`src/rtl/bt_cmd_arbiter_pkg.sv`:
```
// Shared encodings for the Bluetooth/key command arbiter: owner states and
// the choice codes that carry a direction.
package bt_cmd_arbiter_pkg;

    typedef enum logic [1:0] {
        OWN_IDLE = 2'b00,
        OWN_BT   = 2'b01,
        OWN_KEY  = 2'b10
    } owner_e;

    localparam int CHOICE_MAX = 4;

    localparam logic [2:0] CH_DIR_A = 3'd3;
    localparam logic [2:0] CH_DIR_B = 3'd4;

endpackage

```
`src/rtl/bt_cmd_arbiter_if.sv`:
```
// Command bus between the UART/key sources and the arbiter, plus the
// arbitrated dir/choice outputs toward the game core.
interface bt_cmd_arbiter_if;
    logic [7:0] rx_data;
    logic       rx_valid;
    logic       key_req;
    logic [1:0] key_dir;
    logic [2:0] key_choice;
    logic [1:0] dir;
    logic [2:0] choice;
    logic       cmd_valid;
    logic [1:0] owner;
    logic       bt_err;

    modport slave (
        input  rx_data, rx_valid, key_req, key_dir, key_choice,
        output dir, choice, cmd_valid, owner, bt_err
    );

    modport master (
        output rx_data, rx_valid, key_req, key_dir, key_choice,
        input  dir, choice, cmd_valid, owner, bt_err
    );
endinterface

```
`src/rtl/bt_cmd_arbiter_hold_timer.sv`:
```
// Bluetooth ownership hold timer: loadable down-counter that stops at zero
// and reports when it has reached it.
module bt_hold_timer #(
    parameter int TIMER_W = 26
) (
    input  logic               clk,
    input  logic               rst,
    input  logic               i_load,
    input  logic [TIMER_W-1:0] i_load_val,
    input  logic               i_dec,
    output logic               o_zero
);

    logic [TIMER_W-1:0] r_count;

    always_ff @(posedge clk or negedge rst) begin
        if (!rst) begin
            r_count <= '0;
        end else if (i_load) begin
            r_count <= i_load_val;
        end else if (i_dec && (r_count != '0)) begin
            r_count <= r_count - 1'b1;
        end
    end

    assign o_zero = (r_count == '0);

endmodule

```
`src/rtl/bt_cmd_arbiter.sv`:
```
// Decodes Bluetooth command bytes, arbitrates the dir/choice bus between
// Bluetooth and the on-board keys, and registers the result with a change strobe.
module bt_cmd_arbiter #(
    parameter int HOLD_CYC   = 50_000_000,
    parameter int TIMER_W    = 26,
    parameter int CHOICE_MAX = bt_cmd_arbiter_pkg::CHOICE_MAX
) (
    input  logic              clk,
    input  logic              rst,
    bt_cmd_arbiter_if.slave   bus
);
    import bt_cmd_arbiter_pkg::*;

    localparam logic [TIMER_W-1:0] LOAD_VAL = TIMER_W'(HOLD_CYC - 1);

    owner_e     r_state;
    owner_e     w_state_next;
    logic [1:0] r_dir;
    logic [1:0] w_dir_next;
    logic [2:0] r_choice;
    logic [2:0] w_choice_next;
    logic       r_cmd_valid;
    logic       r_bt_err;

    logic [2:0] w_bt_choice;
    logic [1:0] w_bt_dir;
    logic       w_bt_legal;
    logic       w_bt_cmd;
    logic       w_bt_bad;
    logic       w_tmr_load;
    logic       w_tmr_dec;
    logic       w_tmr_zero;

    assign w_bt_choice = bus.rx_data[6:4];
    assign w_bt_legal  = !bus.rx_data[7] && (int'(w_bt_choice) <= CHOICE_MAX);
    // Only the direction-bearing choice codes take d; all others force dir=00.
    assign w_bt_dir    = ((w_bt_choice == CH_DIR_A) || (w_bt_choice == CH_DIR_B))
                         ? {bus.rx_data[3], bus.rx_data[0]} : 2'b00;
    assign w_bt_cmd    = bus.rx_valid && w_bt_legal;
    assign w_bt_bad    = bus.rx_valid && !w_bt_legal;

    bt_hold_timer #(
        .TIMER_W (TIMER_W)
    ) u_hold_timer (
        .clk        (clk),
        .rst        (rst),
        .i_load     (w_tmr_load),
        .i_load_val (LOAD_VAL),
        .i_dec      (w_tmr_dec),
        .o_zero     (w_tmr_zero)
    );

    always_comb begin
        w_state_next  = r_state;
        w_dir_next    = r_dir;
        w_choice_next = r_choice;
        w_tmr_load    = 1'b0;
        w_tmr_dec     = 1'b0;

        // A rejected byte freezes the whole arbiter for that cycle.
        if (!w_bt_bad) begin
            if (w_bt_cmd) begin
                w_state_next  = OWN_BT;
                w_dir_next    = w_bt_dir;
                w_choice_next = w_bt_choice;
                w_tmr_load    = 1'b1;
            end else begin
                case (r_state)
                    OWN_IDLE: begin
                        if (bus.key_req) begin
                            w_state_next  = OWN_KEY;
                            w_dir_next    = bus.key_dir;
                            w_choice_next = bus.key_choice;
                        end
                    end
                    OWN_BT: begin
                        if (w_tmr_zero) begin
                            w_state_next = OWN_IDLE;
                        end else begin
                            w_tmr_dec = 1'b1;
                        end
                    end
                    OWN_KEY: begin
                        if (!bus.key_req) begin
                            w_state_next = OWN_IDLE;
                        end else begin
                            w_dir_next    = bus.key_dir;
                            w_choice_next = bus.key_choice;
                        end
                    end
                    default: w_state_next = OWN_IDLE;
                endcase
            end
        end
    end

    always_ff @(posedge clk or negedge rst) begin
        if (!rst) begin
            r_state     <= OWN_IDLE;
            r_dir       <= 2'b00;
            r_choice    <= 3'b000;
            r_cmd_valid <= 1'b0;
            r_bt_err    <= 1'b0;
        end else begin
            r_state     <= w_state_next;
            r_dir       <= w_dir_next;
            r_choice    <= w_choice_next;
            r_cmd_valid <= ({w_choice_next, w_dir_next} != {r_choice, r_dir});
            r_bt_err    <= w_bt_bad;
        end
    end

    assign bus.dir       = r_dir;
    assign bus.choice    = r_choice;
    assign bus.cmd_valid = r_cmd_valid;
    assign bus.owner     = r_state;
    assign bus.bt_err    = r_bt_err;

endmodule

```
`src/flat_wrapper.sv`:
```
// flat-port wrapper written by rule: the top's interface ports become plain ports
module bt_cmd_arbiter_flat import bt_cmd_arbiter_pkg::*;
#(
    parameter int HOLD_CYC   = 50_000_000,
    parameter int TIMER_W    = 26,
    parameter int CHOICE_MAX = bt_cmd_arbiter_pkg::CHOICE_MAX
)
  (clk, rst, bus_rx_data, bus_rx_valid, bus_key_req, bus_key_dir, bus_key_choice, bus_dir, bus_choice, bus_cmd_valid, bus_owner, bus_bt_err);
  bt_cmd_arbiter_if bus_i ();
  input  logic clk;
  input  logic rst;
  input wire logic [$bits(bus_i.rx_data)-1:0] bus_rx_data;
  input wire logic [$bits(bus_i.rx_valid)-1:0] bus_rx_valid;
  input wire logic [$bits(bus_i.key_req)-1:0] bus_key_req;
  input wire logic [$bits(bus_i.key_dir)-1:0] bus_key_dir;
  input wire logic [$bits(bus_i.key_choice)-1:0] bus_key_choice;
  output wire logic [$bits(bus_i.dir)-1:0] bus_dir;
  output wire logic [$bits(bus_i.choice)-1:0] bus_choice;
  output wire logic [$bits(bus_i.cmd_valid)-1:0] bus_cmd_valid;
  output wire logic [$bits(bus_i.owner)-1:0] bus_owner;
  output wire logic [$bits(bus_i.bt_err)-1:0] bus_bt_err;
  assign bus_i.rx_data = bus_rx_data;
  assign bus_i.rx_valid = bus_rx_valid;
  assign bus_i.key_req = bus_key_req;
  assign bus_i.key_dir = bus_key_dir;
  assign bus_i.key_choice = bus_key_choice;
  assign bus_dir = bus_i.dir;
  assign bus_choice = bus_i.choice;
  assign bus_cmd_valid = bus_i.cmd_valid;
  assign bus_owner = bus_i.owner;
  assign bus_bt_err = bus_i.bt_err;
  bt_cmd_arbiter #(.HOLD_CYC(HOLD_CYC), .TIMER_W(TIMER_W), .CHOICE_MAX(CHOICE_MAX)) u_core (.clk(clk), .rst(rst), .bus(bus_i));
endmodule
```
`config.mk`:
```
export PLATFORM = sky130hd
export DESIGN_NAME = bt_cmd_arbiter_flat
export DESIGN_NICKNAME = d
export VERILOG_FILES = /design/src/rtl/bt_cmd_arbiter_pkg.sv /design/src/rtl/bt_cmd_arbiter_if.sv /design/src/rtl/bt_cmd_arbiter_hold_timer.sv /design/src/rtl/bt_cmd_arbiter.sv /design/src/flat_wrapper.sv
export SDC_FILE = /design/constraint.sdc
export NUM_CORES = 1
export LEC_CHECK = 0
export BUFFER_PORTS_ARGS = -buffer_cell sky130_fd_sc_hd__buf_2
export CAP_MARGIN = 20
export CORE_MARGIN = 2
export CORE_UTILIZATION = 31
export DETAILED_ROUTE_END_ITERATION = 16
export GPL_ROUTABILITY_DRIVEN = 0
export GPL_TIMING_DRIVEN = 1
export PLACE_DENSITY = 0.59
export SLEW_MARGIN = 15
export SYNTH_ARGS = -nofsm -noshare
export SYNTH_HDL_FRONTEND = slang
export SYNTH_HIERARCHICAL = 1
export SYNTH_SLANG_ARGS = --single-unit
```
`constraint.sdc`:
```
create_clock -name clk -period 3 [get_ports clk]
set_clock_uncertainty 0.2 [all_clocks]
set_input_delay 0.15 -clock clk [delete_from_list [all_inputs] [get_ports clk]]
set_output_delay 0.15 -clock clk [all_outputs]
set_load 0.05 [all_outputs]
```
## After elaboration in Yosys (flattened, before gate mapping)

Index checks and enable logic that the tools add are counted.
W data, S select, Z words.

| storage, ports and cells | value |
|---|---|
| flip-flop bits (word level) | 35 |
| bits of input ports | 17 |

| operators by class | value |
|---|---|
| add/subtract/negate cells | 1 |
| order comparisons | 1 |
| equal/unequal tests | 8 |
| multiplexer cells | 22 |
| bitwise operators | 1 |
| reductions and logical operators | 13 |

Operators with widths:

| cell | count |
|---|---|
| $mux W26 | 2 |
| $logic_not A26 Y1 | 1 |
| $reduce_bool A26 Y1 | 1 |
| $sub A26 B1 Y26 const B | 1 |
| $mux W2 | 9 |
| $mux W3 | 4 |
| $ne A3 B2 Y1 const B | 3 |
| $mux W1 | 6 |
| $pmux W2 S3 | 1 |
| $ne A5 B5 Y1 | 1 |
| $logic_and A1 B1 Y1 | 4 |
| $reduce_and A4 Y1 | 1 |
| $eq A3 B2 Y1 const B | 1 |
| $eq A3 B3 Y1 const B | 1 |
| $le A3 B3 Y1 const B | 1 |
| $eq A2 B1 Y1 const B | 1 |
| $eq A2 B2 Y1 const B | 1 |
| $logic_not A1 Y1 | 2 |
| $logic_not A2 Y1 | 1 |
| $reduce_bool A2 Y1 | 1 |
| $reduce_or A2 Y1 | 1 |
| $logic_or A1 B1 Y1 | 1 |
| $not A1 Y1 | 1 |

## Logic depth before layout (Yosys ltp)

| logic depth | value |
|---|---|
| depth after elaboration | 8 |
| mapped depth | 12 |
| depth with buffers taken out | 11 |

## Modules after synthesis

The synthesis kept the hierarchy.

Modules (own cells, without submodules):

| module | instances | cells each | area an instance (sq um) |
|---|---|---|---|
| bt_hold_timer | 1 | 172 | 1634.1 |
| bt_cmd_arbiter | 1 | 75 | 635.6 |

## Worst setup path before layout

No wires, ideal clock.

| path | value |
|---|---|
| path type | register to register |
| from | reg u_core.u_hold_timer.r_count[0] |
| to | reg u_core.u_hold_timer.r_count[25] |
| arrival time | 2.550 ns |
| required time | 2.674 ns |
| path slack | 0.124 ns |
| stages on the path, launching flop included | 12 |
| cell sequence | dfrtp_1 inv_1 ha_1 nor3b_2 nand4_2 nor2_1 nor4b_1 clkbuf_2 nor2b_1 nand4_1 or3b_1 a311o_1 |

| on the way | value |
|---|---|
| word-level cells in the longest chain between the ends | 7 |
| elaborated cells between the ends (all ways) | 11 |
| those cells by class | add/sub (1); mux (6); reduce/logical (4) |

Ends and longest elaborated chain:

| element | line | text |
|---|---|---|
| from (decl) | bt_cmd_arbiter_hold_timer.sv:14 | `logic [TIMER_W-1:0] r_count;` |
| from (signal assigned) | bt_cmd_arbiter_hold_timer.sv:20 | `r_count <= i_load_val;` |
| from (signal assigned) | bt_cmd_arbiter_hold_timer.sv:22 | `r_count <= r_count - 1'b1;` |
| $logic_not A26 Y1 | bt_cmd_arbiter_hold_timer.sv:26 | `assign o_zero = (r_count == '0);` |
| via u_core.w_tmr_zero | bt_cmd_arbiter.sv:32 | `logic w_tmr_zero;` |
| $mux W1 | bt_cmd_arbiter.sv:77 | `if (w_tmr_zero) begin` |
| $mux W1 | bt_cmd_arbiter.sv:68 | `case (r_state)` |
| $mux W1 | bt_cmd_arbiter.sv:62 | `if (w_bt_cmd) begin` |
| $mux W1 | bt_cmd_arbiter.sv:61 | `if (!w_bt_bad) begin` |
| via u_core.w_tmr_dec | bt_cmd_arbiter.sv:31 | `logic w_tmr_dec;` |
| $logic_and A1 B1 Y1 | bt_cmd_arbiter_hold_timer.sv:21 | `end else if (i_dec && (r_count != '0)) begin` |
| $reduce_bool A2 Y1 (no source line) | -- |  |

The timed path passes the listed nets, and every way through them passes these cells. The select of a mux whose other input is x is not followed.
A chain may end at the register's enable or synchronous reset.

## Worst setup path after layout

Ends and elaborated chain as after synthesis.

==> results.toml <==
[place]
port-buffer-count = 23
dpl.hpwl_um = 3523
dp_cells = 388

[global_route]
grt_pass1_wl_um = 8742
antenna_found_initial = 0
grt_max_degree = 36
grt_pass1_vias = 1855
grt-ovfl-total = 0
grt_usage_pct = 13.94

[route]
drt_iter0_drc = 87
via_count = 1971
first_pass_iters = 4
wire_per_inst_um = 12.66
wl_um = 5038
vias_per_cell = 4.952
drc = 0
drt.antenna.violating_nets = 0

[cts]
cts.sinks = 35
cts_buffers = 5
cts_setup_buffers = 0
cts_buffer_depth = 2
cts.reportedPaths.clkPinSlew_ps = 70
htreeDepth = 2
worst_skew_pair.late_latency_ps = 280
cts-root-buf = "clkbuf_8"
tritoncts = "yes"

[sta]
period_share_pct = 91.61
finalMaxSlewViolations = 0
tightest_slew_ps = 815.9
period_minus_slack_ps = 2748
finalSetupViolations = 0
slew_headroom_pct = 45.61
rsz0062_at_grt = "false"
fmax_mhz = 363.9
final.setup.tns_ps = 0
hold_viol = 0

[yosys]
synth_area_sq_um = 2270
synth_area_per_cell_sq_um = 9.189
synth_top_area_share_pct = 38.59
yosysMostFrequentCell = "dfrtp_1"
ys_warn_count = 6
netlist_top_cells_count = "35 x dfrtp_1, 23 x nand2_1, 21 x o21ai_0"
synth-edff-count = 0
ys_seq_area_share_pct = 38.59
synthDominantAreaCellType = "dfrtp_1"
synth_area_leaders = "dfrtp_1 39%, o21ai_0 4.6%, nand2_1 3.8%, xor2_1 3.5%, xnor2_1 3.1%"
synthCells = 247
ys_types = 67
async_reset_ff_share_pct = 100.0
ys_seq_elements = 35
synth_flop_cell = "dfrtp_1"

[power]
power_density_nw_per_um2 = 529.8
leakage_nw = 1.158
ir_drop_mv = 0.2035

[final_layout]
fin_nets = 316
fin_util_pct = 38.03
n_fill_cell = 733
area_growth_pct = 20.23
drive_gt1_share_pct = 19.73
n_antenna_cell = 0
final-instance-count-excl-fill = 398

[die]
pin_count = 26
die_area_sq_um = 8022
die_h_um = 89.57
start_util_pct = 31.63
die_w_um = 89.57
coreArea_sq_um = 7176
core.rowCount = 31

[status]
status = "finished, final reports clean"

[worst_setup_path]
path_class = "flop to flop"
path_buf_inv = 1
ff2ff_path_depth = 10
cp.depth = 10
critical-path-top-delay-family = "simple AND/OR/NAND/NOR gates"
regToRegSetupSlack_ps = 250
cp_cell_sequence = "inv_1 > ha_1 > nor3b_2 > nand4_2 > nor2_1 > nor4b_2 > nor2b_1 > nand4_1 > or3b_1 > a311o_1"
critPathCapture = "u_core/u_hold_timer/r_count[25]"
rr_endpoint = "u_core/u_hold_timer/r_count[25]"
cp_data_required_time_ps = 2970
critPathArrivalTime_ps = 2720
cp-start-kind = "flop"
cpPeakStageDelay_ps = 420
slowest_stage = "dfrtp_1"
rr_startpoint = "u_core/u_hold_timer/r_count[0]"
critPathCaptureType = "flop"
crit_start = "u_core/u_hold_timer/r_count[0]"
critPathMaxFanout = 5

[min_path]
min_from = "bus_rx_data[3]"
hp-class = "primary input to flop"

[run]
maxCapViolations = 0
==> layout make-up <==
cell class              count  area [sq um]  share of cell area, %
multi-input cells         212          1404                  51.44
flip-flops and latches     35         875.8                  32.10
repair buffers             30         172.7                  6.327
well taps                  99         123.9                  4.539
clock buffers               8         100.1                  3.668
inverters                  14         52.55                  1.926
==> worst reg2reg max path, delay by kind of cell (launching register included) <==
family | cells | cell delay (ps)
AND/OR/NAND/NOR | 7 | 1350
flip-flops | 1 | 420
AO/OA/AOI/OAI | 1 | 360
adder cells (fa/ha/maj) | 1 | 210
buffers and inverters | 1 | 100
==> timing repair <==
item                                    4_1_cts  5_1_grt
gates resized for setup                       0        1
endpoints found under the setup margin        0        1
endpoints found under the hold margin        36        0
hold buffers                                  2        0
==> state kept, by name, summed over array words and instances, names as in the netlist <==
name                         count
u_core/bus.bt_err                1
u_core/bus.choice                3
u_core/bus.cmd_valid             1
u_core/bus.dir                   2
u_core/bus.owner                 2
u_core/u_hold_timer/r_count     26
==> worst min-delay path by stage <==
| stage | endpoint | slack [ps] | depth (start not counted) |
|---|---|---|---|
| floorplan | u_core/bus.bt_err | -350 | 0 |
| global placement | u_core/u_hold_timer/r_count[3] | 90 | 1 |
| detailed placement | u_core/u_hold_timer/r_count[3] | 90 | 1 |
| CTS | u_core/bus.choice[1] | 30 | 4 |
| global route | u_core/bus.dir[1] | 70 | 4 |
| finish | u_core/bus.dir[1] | 50 | 4 |
==> placed cells by master, fill, tap and decap left out, types with 3 or more instances in the layout <==
master / Yosys / routed
a21oi_1: 4 / 4
xor2_1: 9 / 9
o211ai_1: 7 / 7
nor2_1: 17 / 17
xnor2_1: 8 / 8
o21ai_0: 21 / 21
buf_2: 1 / 23
or3b_1: 3 / 3
nand2_1: 23 / 23
a31oi_1: 7 / 7
o21ai_1: 3 / 3
clkbuf_8: 0 / 7
conb_1: 2 / 26
inv_1: 14 / 14
buf_4: 0 / 5
nand4_1: 3 / 3
nor3_1: 4 / 4
mux2_2: 5 / 5
or4_1: 5 / 5
o2111ai_1: 3 / 3
o22ai_1: 3 / 3
dfrtp_1: 35 / 35
==> power by group <==
| part | internal (mW) | total (mW) | switching (mW) | leakage [nW] |
|---|---|---|---|---|
| registers | 0.564 | 0.679 | 0.115 | 0.417 |
| logic | 0.162 | 0.393 | 0.231 | 0.689 |
| clock network | 0.210 | 0.374 | 0.164 | 0.0515 |
==> through the flow <==
stage	setup WS, ps	power, mW	hold slack (ps)	cell area (sq um)
global placement	325.4	1.070	85.43	2603
CTS	269.3	1.468	27.08	2723
detailed placement	278.5	1.078	88.29	2603
finish	251.6	1.446	45.71	2729
global route	14.47	1.551	68.65	2729
floorplan	123.9	0.9686	-345.6	2360
==> per-layer routing <==
metal  global-route usage [%]  wire [um]  vias up
met4                    4.071         19        0
met1                    18.91       2464      958
met5                        0          0        -
met2                    22.46       2432       24
met3                    2.770        122        2
li1                         -          -      987
==> cells by family after synthesis <==
logic type	synth area share, %
AO/OA/AOI/OAI	21.22
XOR/XNOR	6.560
adder cells (fa/ha/maj)	0.5512
buffers and inverters	4.079
flip-flops	38.59
multiplexers	3.363
other	0.3309
AND/OR/NAND/NOR	25.30
Note: power is estimated with default switching activity, not from simulation.
